<file path="config.mk">
export PLATFORM = sky130hd
export DESIGN_NAME = spi_regfile_periph
export DESIGN_NICKNAME = d
export VERILOG_FILES = /design/src/rtl/spi_regfile_periph.sv
export SDC_FILE = /design/constraint.sdc
export NUM_CORES = 1
export LEC_CHECK = 0
export ABC_AREA = 1
export CAP_MARGIN = 20
export CORE_MARGIN = 1
export CORE_UTILIZATION = 55
export CTS_CLUSTER_DIAMETER = 80
export DETAILED_ROUTE_END_ITERATION = 10
export PLACE_DENSITY = 0.79
export SLEW_MARGIN = 25
export SYNTH_ARGS = -nofsm -noshare
export SYNTH_HDL_FRONTEND = slang
export SYNTH_SLANG_ARGS = --single-unit
</file>
<file path="constraint.sdc">
create_clock -name clk -period 4.6 [get_ports clk]
set_clock_uncertainty 0.15 [all_clocks]
set_input_delay 0.69 -clock clk [delete_from_list [all_inputs] [get_ports clk]]
set_output_delay 0.69 -clock clk [all_outputs]
set_load 0.005 [all_outputs]
</file>
<file path="src/rtl/spi_regfile_periph.sv">
// SPI mode-0 peripheral with a small bank of control registers.
// Frames: R/W bit, address, data (MSB first); reads return data on CIPO.
module spi_regfile_periph #(
   parameter int NUM_REGS    = 5,
   parameter int ADDR_W      = 7,
   parameter int DATA_W      = 8,
   parameter int SYNC_STAGES = 2
) (
   input  logic                       clk,
   input  logic                       rst_n,
   input  logic                       sclk,
   input  logic                       copi,
   input  logic                       ncs,
   output logic                       cipo,
   output logic                       cipo_oe,
   output logic [NUM_REGS*DATA_W-1:0] regs_flat,
   output logic [NUM_REGS-1:0]        wr_strobe,
   output logic                       frame_err
);

   localparam int CNT_MAX = (ADDR_W > DATA_W) ? ADDR_W : DATA_W;
   localparam int CW      = $clog2(CNT_MAX + 1);
   localparam logic [ADDR_W:0] LP_NREGS = (ADDR_W+1)'(NUM_REGS);

   typedef enum logic [1:0] {
      S_IDLE,
      S_ADDR,
      S_DATA,
      S_DONE
   } state_t;

   logic [SYNC_STAGES-1:0] r_sclk_sync;
   logic [SYNC_STAGES-1:0] r_copi_sync;
   logic [SYNC_STAGES-1:0] r_ncs_sync;
   logic                   r_sclk_d;
   logic                   r_ncs_d;

   logic                   w_sclk_s;
   logic                   w_copi_s;
   logic                   w_ncs_s;
   logic                   w_sclk_rise;
   logic                   w_ncs_fall;
   logic                   w_ncs_rise;

   state_t                 r_state;
   state_t                 w_state_nxt;

   logic [CW-1:0]          r_cnt;
   logic [ADDR_W-1:0]      r_hdr;
   logic [ADDR_W-1:0]      r_addr;
   logic                   r_wr;
   logic                   r_in_range;
   logic [DATA_W-1:0]      r_wdata;
   logic [DATA_W-1:0]      r_rdsh;
   logic                   r_rd_pend;
   logic                   r_commit;
   logic                   r_over_seen;

   logic [NUM_REGS*DATA_W-1:0] r_regs;
   logic [NUM_REGS-1:0]        r_wr_strobe;
   logic                       r_frame_err;

   logic [ADDR_W:0]        w_hdr_full;
   logic [ADDR_W-1:0]      w_addr_new;
   logic                   w_wr_new;
   logic                   w_in_range_new;
   logic [DATA_W-1:0]      w_rd_sel;
   logic                   w_last_addr;
   logic                   w_last_data;
   logic                   w_abort;
   logic                   w_over;

   // Bring the SPI pins into the clk domain
   always_ff @(posedge clk or negedge rst_n) begin
      if (!rst_n) begin
         r_sclk_sync <= '0;
         r_copi_sync <= '0;
         r_ncs_sync  <= '1;
      end else begin
         r_sclk_sync <= {r_sclk_sync[SYNC_STAGES-2:0], sclk};
         r_copi_sync <= {r_copi_sync[SYNC_STAGES-2:0], copi};
         r_ncs_sync  <= {r_ncs_sync[SYNC_STAGES-2:0], ncs};
      end
   end

   assign w_sclk_s = r_sclk_sync[SYNC_STAGES-1];
   assign w_copi_s = r_copi_sync[SYNC_STAGES-1];
   assign w_ncs_s  = r_ncs_sync[SYNC_STAGES-1];

   // Delayed copies for edge detection
   always_ff @(posedge clk or negedge rst_n) begin
      if (!rst_n) begin
         r_sclk_d <= 1'b0;
         r_ncs_d  <= 1'b1;
      end else begin
         r_sclk_d <= w_sclk_s;
         r_ncs_d  <= w_ncs_s;
      end
   end

   // SCLK edges only count while nCS was already low, so a final
   // bit arriving together with the nCS rise is still accepted.
   assign w_sclk_rise = w_sclk_s & ~r_sclk_d & ~r_ncs_d;
   assign w_ncs_fall  = ~w_ncs_s & r_ncs_d;
   assign w_ncs_rise  = w_ncs_s & ~r_ncs_d;

   assign w_hdr_full     = {r_hdr, w_copi_s};
   assign w_addr_new     = w_hdr_full[ADDR_W-1:0];
   assign w_wr_new       = w_hdr_full[ADDR_W];
   assign w_in_range_new = ({1'b0, w_addr_new} < LP_NREGS);

   assign w_last_addr = w_sclk_rise && (r_cnt == CW'(ADDR_W));
   assign w_last_data = w_sclk_rise && (r_cnt == CW'(DATA_W-1));

   // Read mux for the address just captured; out of range reads 0
   always_comb begin
      w_rd_sel = '0;
      for (int i = 0; i < NUM_REGS; i++) begin
         if ({1'b0, w_addr_new} == (ADDR_W+1)'(i)) begin
            w_rd_sel = r_regs[i*DATA_W +: DATA_W];
         end
      end
   end

   // Frame state register
   always_ff @(posedge clk or negedge rst_n) begin
      if (!rst_n) begin
         r_state <= S_IDLE;
      end else begin
         r_state <= w_state_nxt;
      end
   end

   // Frame sequencing, abort and over-length detection
   always_comb begin
      w_state_nxt = r_state;
      w_abort     = 1'b0;
      w_over      = 1'b0;
      unique case (r_state)
         S_IDLE: begin
            if (w_ncs_fall) begin
               w_state_nxt = S_ADDR;
            end
         end
         S_ADDR: begin
            if (w_ncs_rise) begin
               w_abort     = 1'b1;
               w_state_nxt = S_IDLE;
            end else if (w_last_addr) begin
               w_state_nxt = S_DATA;
            end
         end
         S_DATA: begin
            if (w_last_data) begin
               w_state_nxt = S_DONE;
            end else if (w_ncs_rise) begin
               w_abort     = 1'b1;
               w_state_nxt = S_IDLE;
            end
         end
         S_DONE: begin
            if (w_ncs_s) begin
               w_state_nxt = S_IDLE;
            end else if (w_sclk_rise && !r_over_seen) begin
               w_over = 1'b1;
            end
         end
         default: begin
            w_state_nxt = S_IDLE;
         end
      endcase
   end

   // Shift registers, counters and write commit
   always_ff @(posedge clk or negedge rst_n) begin
      if (!rst_n) begin
         r_cnt       <= '0;
         r_hdr       <= '0;
         r_addr      <= '0;
         r_wr        <= 1'b0;
         r_in_range  <= 1'b0;
         r_wdata     <= '0;
         r_rdsh      <= '0;
         r_rd_pend   <= 1'b0;
         r_commit    <= 1'b0;
         r_over_seen <= 1'b0;
         r_regs      <= '0;
         r_wr_strobe <= '0;
         r_frame_err <= 1'b0;
      end else begin
         r_wr_strobe <= '0;
         r_frame_err <= w_abort | w_over;
         r_commit    <= 1'b0;
         r_rd_pend   <= 1'b0;

         if (r_commit) begin
            for (int i = 0; i < NUM_REGS; i++) begin
               if (r_addr == ADDR_W'(i)) begin
                  r_regs[i*DATA_W +: DATA_W] <= r_wdata;
                  r_wr_strobe[i]             <= 1'b1;
               end
            end
         end

         if (r_rd_pend) begin
            r_rdsh <= {r_rdsh[DATA_W-2:0], 1'b0};
         end

         unique case (r_state)
            S_IDLE: begin
               if (w_ncs_fall) begin
                  r_cnt       <= '0;
                  r_hdr       <= '0;
                  r_over_seen <= 1'b0;
               end
            end
            S_ADDR: begin
               if (w_sclk_rise && !w_abort) begin
                  r_hdr <= w_hdr_full[ADDR_W-1:0];
                  r_cnt <= r_cnt + CW'(1);
                  if (w_last_addr) begin
                     r_cnt      <= '0;
                     r_addr     <= w_addr_new;
                     r_wr       <= w_wr_new;
                     r_in_range <= w_in_range_new;
                     r_wdata    <= '0;
                     r_rdsh     <= w_wr_new ? '0 : w_rd_sel;
                  end
               end
            end
            S_DATA: begin
               if (w_sclk_rise && !w_abort) begin
                  r_wdata   <= {r_wdata[DATA_W-2:0], w_copi_s};
                  r_cnt     <= r_cnt + CW'(1);
                  r_rd_pend <= 1'b1;
                  if (w_last_data) begin
                     r_commit <= r_wr & r_in_range;
                  end
               end
            end
            S_DONE: begin
               if (w_over) begin
                  r_over_seen <= 1'b1;
               end
            end
            default: begin
               r_cnt <= '0;
            end
         endcase
      end
   end

   assign cipo_oe   = !r_wr && !w_ncs_s &&
                      ((r_state == S_DATA) || (r_state == S_DONE));
   assign cipo      = cipo_oe & r_rdsh[DATA_W-1];
   assign regs_flat = r_regs;
   assign wr_strobe = r_wr_strobe;
   assign frame_err = r_frame_err;

endmodule

</file>
Word-level counts from Yosys, hierarchy flattened

Cells that the tools add are included.

Word-level logic and storage cells: 132
Register bits: 95
Bits of input ports: 5
Output and inout bits: 48

$add $sub $neg: 1
Muxes and demuxes: 49
$lt $le $gt $ge: 1
Eq/ne operators: 20
Bitwise operators: 10
Reduce and logical (&&, ||, !) cells: 28

Operators by type and width:

| cell                                                                         | number |
|---|---|
| 8-bit two-way mux                                                            | 13 |
| 7-bit by 2-bit == test with 1-bit output, second input constant              | 4 |
| 1-bit two-way mux                                                            | 17 |
| 4-bit two-way mux                                                            | 4 |
| 8-bit one-hot mux with 2 select lines                                        | 1 |
| 7-bit by 1-bit == test with 1-bit output, second input constant              | 2 |
| 7-bit by 3-bit == test with 1-bit output, second input constant              | 2 |
| 7-bit logical NOT                                                            | 2 |
| 7-bit two-way mux                                                            | 2 |
| 7-bit one-hot mux with 2 select lines                                        | 1 |
| 2-bit two-way mux                                                            | 6 |
| 2-bit inequality test, second input constant                                 | 6 |
| 4-bit one-hot mux with 3 select lines                                        | 1 |
| 4-bit AND reduction                                                          | 3 |
| 2-bit AND reduction                                                          | 5 |
| 3-bit AND reduction                                                          | 3 |
| 2-bit one-hot mux with 4 select lines                                        | 1 |
| 7-bit by 3-bit less-than comparator with 1-bit output, second input constant | 1 |
| 1-bit bitwise AND                                                            | 6 |
| 3-bit inequality test, second input constant                                 | 2 |
| 2-bit nonzero test                                                           | 3 |
| 1-bit logical AND                                                            | 5 |
| 5-bit two-way mux                                                            | 1 |
| 4-bit by 1-bit adder with 4-bit output, second input constant                | 1 |
| other kinds (10)                                                             | 17 |

Logic depth before layout (Yosys ltp)

Depth after elaboration: 10
Gate-level depth with buffers: 13
Gate-level depth less buffers: 13

Worst setup path before layout

No wires, ideal clock.

Path kind: reg-to-output
From: register r_state[0]
To: output port cipo
Data required time: 3.760 ns
Path slack: 2.464 ns
Data arrival time: 1.296 ns
Path buffers: 1
Stages on the path, launching flop included: 6
Cells stage by stage: dfrtp_1 inv_1 ha_1 clkbuf_1 nor2_1 nor4_1

Cells in the longest elaborated chain, start to end: 4
Elaborated cells between the ends (all ways): 5
Those cells by class: 2 x eq/ne; 1 x bitwise; 2 x reduce/logical

RTL lines:

| item                     | RTL line | source |
|---|---|---|
| start: declaration       | 45       | `state_t r_state;` |
| start signal: assignment | 130      | `r_state <= w_state_nxt;` |
| 2-bit == test            | 254      | `((r_state == S_DATA) \|\| (r_state == S_DONE));` |
| 1-bit logical OR *       | 254      |  |
| 1-bit logical AND *      | 253      | `assign cipo_oe = !r_wr && !w_ncs_s &&` |
| 1-bit bitwise AND *      | 255      | `assign cipo = cipo_oe & r_rdsh[DATA_W-1];` |
| end: declaration         | 14       | `output logic cipo,` |

Every way passes the cells marked *; elsewhere a longest branch is shown, timed or not.

Worst setup path in the final report

Ends and elaborated chain as after synthesis.

==> impl_metrics.tcl <==
set metrics [dict create \
    clk_latency_ns 0.36 \
    grt_max_degree 63 \
    syn_nets 539 \
    p_leak_nw 2.473 \
    ir_drop_v 0.0002389 \
    syn_inst 527 \
    rows 32 \
    ctsResizeCount 0 \
    post-route-min-period_ns 3.133 \
    synth_warnings 0 \
    intPower_mw 1.205 \
    fp.dieH_um 91.40 \
    clk_path_buf_depth 2 \
    wl_um 10040 \
    antenna_found_initial 0 \
    register_area_um2 2381 \
    portBuffers 52 \
    root_buffer "clkbuf_8" \
    maxSlewHeadroom_pct 49.66 \
    multi_input_area_um2 1782 \
    syn_area_um2 4395 \
    die_area_um2 8353 \
    ys_ff_latch 95 \
    seq_area_frac_synth_pct 54.17 \
    wl_per_cell_um 14.61 \
    crit_buf_inv 2 \
    cts.sink_count 95 \
    fill_cells 614 \
    design.portCount 53 \
    fmax_mhz 319.2 \
    path_depth 5 \
    ant_nets 0 \
    finalNonFillerCells 687 \
    drtPass1Iterations 6 \
    gp_congestion 0.9161 \
    whs_path_depth 0 \
    h-tree-depth 3 \
    critPathTopFamily "buffers and inverters" \
    vias 3726 \
    tritoncts "yes" \
    drive_gt1_share_pct 7.863 \
    yosys.cell_types.count 33 \
    drc 0 \
    clk_pin_slew_worst_paths_ns 0.09 \
    critPathMaxFanout 13 \
    critical_path_required_ns 3.76 \
    status "completed" \
    worst_r2r_path_depth 13 \
    core_area_um2 7727 \
    hp-class "flop to flop" \
    cp_slowest_cell "clkdlybuf4s50_1" \
    antennaDiodeCount 0 \
    slew_violations 0 \
    rsz0062_at_grt "no" \
    tightest_slew_ns 0.7550 \
    clkPwrFrac_pct 27.8 \
    cts_setup_buffers 0 \
    power.density_nw_per_um2 350.5 \
    critPathCaptureType "output port" \
    hold_viol 0 \
    seqPwrFrac_pct 50.3 \
    placed_cells 671 \
    cap_violations 0 \
    initial_core_util_pct 56.88 \
    grt_pass1_wl_um 16610 \
    p_sw_share_pct 33.57 \
    power.switching_mw 0.6088 \
    top_usage_layer "met2" \
    setup_viol 0 \
    p_comb_share_pct 21.9 \
    met1_usage_pct 37.35 \
    synth_top_area_cell "dfrtp_1" \
    grt_pass1_vias 3497 \
    gr-usage-all-layers_pct 25.69 \
    fp.dieW_um 91.40 \
    gr-total-overflow 0 \
    drt_iter0_drc 351 \
    cp_data_arrival_time_ns 2.29 \
    fin_tns_setup_ns 0 \
    fin_crit_sh_pct 68.11 \
    cts_made_buffers 9 \
    area.growth.synth_to_final_pct 17.73 \
    avgSynthCellArea_um2 8.341 \
    synth_top_area_share_pct 52.38 \
    holdBufCountCts 0 \
    slowest_delay_ns 0.56 \
    crit_chain "inv_1, ha_1, nor2_1, nor4_1, clkdlybuf4s50_1" \
    critPathLaunchType "flop" \
    grt.met2_usage_pct 39.10 \
    grtUsageMet3_pct 3.266 \
    fin_nets 592 \
    synth_area_leaders "dfrtp_1 (52%), nand2_1 (15%), o21ai_0 (6.7%), nand3_1 (4.1%), inv_1 (3.7%)" \
    worstSetupPathType "flop to output port" \
    vias_per_cell 5.424 \
    hpwl_um 7491 \
]
state kept, by name, indices dropped and copies added (netlist names):
name,flops
r_rdsh,8
r_rd_pend,1
r_wr,1
r_commit,1
r_hdr,7
frame_err,1
r_copi_sync,2
regs_flat,40
r_cnt,4
r_state,2
r_sclk_sync,2
r_addr,7
r_in_range,1
r_ncs_sync,2
r_sclk_d,1
r_over_seen,1
r_ncs_d,1
wr_strobe,5
r_wdata,8
power groups by stage:
stage               clock (mW)  sequential (mW)  combinational [mW]
global placement             0            0.925               0.377
floorplan                    0            0.918               0.291
detailed placement           0            0.928               0.391
finish                   0.504            0.913               0.397
CTS                      0.511            0.911               0.393
global route             0.542            0.918               0.443
area by class of cell:
type                    instances  share of cell area, %
inverters                      47                  3.433
clock buffers                  10                  2.660
multi-input cells             374                  34.43
well taps                     102                  2.466
repair buffers                 53                  10.15
clock inverters                 6                 0.8462
flip-flops and latches         95                  46.01
cell families (layout without fill, tap and decap cells):
| logic type | count (synthesis) | in the layout | synth area share, % |
|---|---|---|---|
| xor+xnor | 1 | 1 | 0.1993 |
| simple gates | 288 | 288 | 29.18 |
| compound gates | 78 | 78 | 9.166 |
| buf+inv | 58 | 116 | 5.294 |
| fa+ha+maj | 7 | 7 | 1.993 |
| flops | 95 | 95 | 54.17 |
routing by layer:
layer  part of all wire [%]  wire length, um
met1                     46             4580
met2                     46             4614
met3                    6.6              662
met4                    1.8              180
met5                      0                0
worst paths after layout:
check                               startpoint              to  slack, ns
worst max register to register      r_state[0]       r_rdsh[6]       2.12
worst min-delay path            r_copi_sync[0]  r_copi_sync[1]       0.21
min in group asynchronous                rst_n        r_hdr[3]       0.25
max in group asynchronous                rst_n       r_addr[1]       3.12
worst max-delay path                r_state[0]            cipo       1.47
worst min register to register  r_copi_sync[0]  r_copi_sync[1]       0.21
cell usage in the layout, fill, tap and decap left out, drive strengths merged:
cell           count
clkinvlp           1
clkinv             5
nor2              39
clkdlybuf4s50     51
ha                 7
or2                5
o21a               1
dfrtp             92
nand2            184
dfstp              3
a21oi             13
buf                2
o21ai             60
clkbuf            10
nand3             37
o211ai             1
a21boi             2
xor2               1
o21bai             1
nand4             10
inv               47
nor4               4
nor3               9
synthesized netlist by cell type:
master	number
nor3_4	1
o21ai_1	1
nor3_2	2
nor2_2	2
nand2_4	1
nand3_1	36
o21bai_1	1
nor3_1	6
dfrtp_1	92
or2_2	1
clkinv_2	1
or2_0	4
buf_4	2
xor2_1	1
a21boi_0	2
a21oi_1	13
ha_1	7
nand2_1	174
nand2_2	9
inv_2	3
nand4_2	2
o21a_1	1
nor4_1	4
o21ai_0	59
nand4_1	8
dfstp_2	3
o211ai_1	1
inv_1	43
nor2_4	2
buf_2	5
clkbuf_1	4
nor2_1	35
nand3_4	1
worst reg2reg max path, delay by kind of cell, from the launching register on:
kind,cells,cell delay [ns]
fa+ha+maj,1,0.44
buf+inv,4,0.47
flops,1,0.43
simple gates,8,0.88
metrics by stage:
step | setup slack [ns] | area [um^2] | hold WS [ns] | utilization [%] | total power [mW]
after floorplan | 2.464 | 4395 | 0.1812 | - | 1.209
after global placement | 1.995 | 4994 | 0.1832 | 64.62 | 1.302
after detailed placement | 1.867 | 4994 | 0.1903 | 64.62 | 1.319
after CTS | 1.446 | 5175 | 0.2115 | 66.97 | 1.815
after global routing | 1.322 | 5175 | 0.2146 | 66.97 | 1.903
final | 1.467 | 5175 | 0.2067 | 66.97 | 1.814
Note: power is estimated with default switching activity, not from simulation.
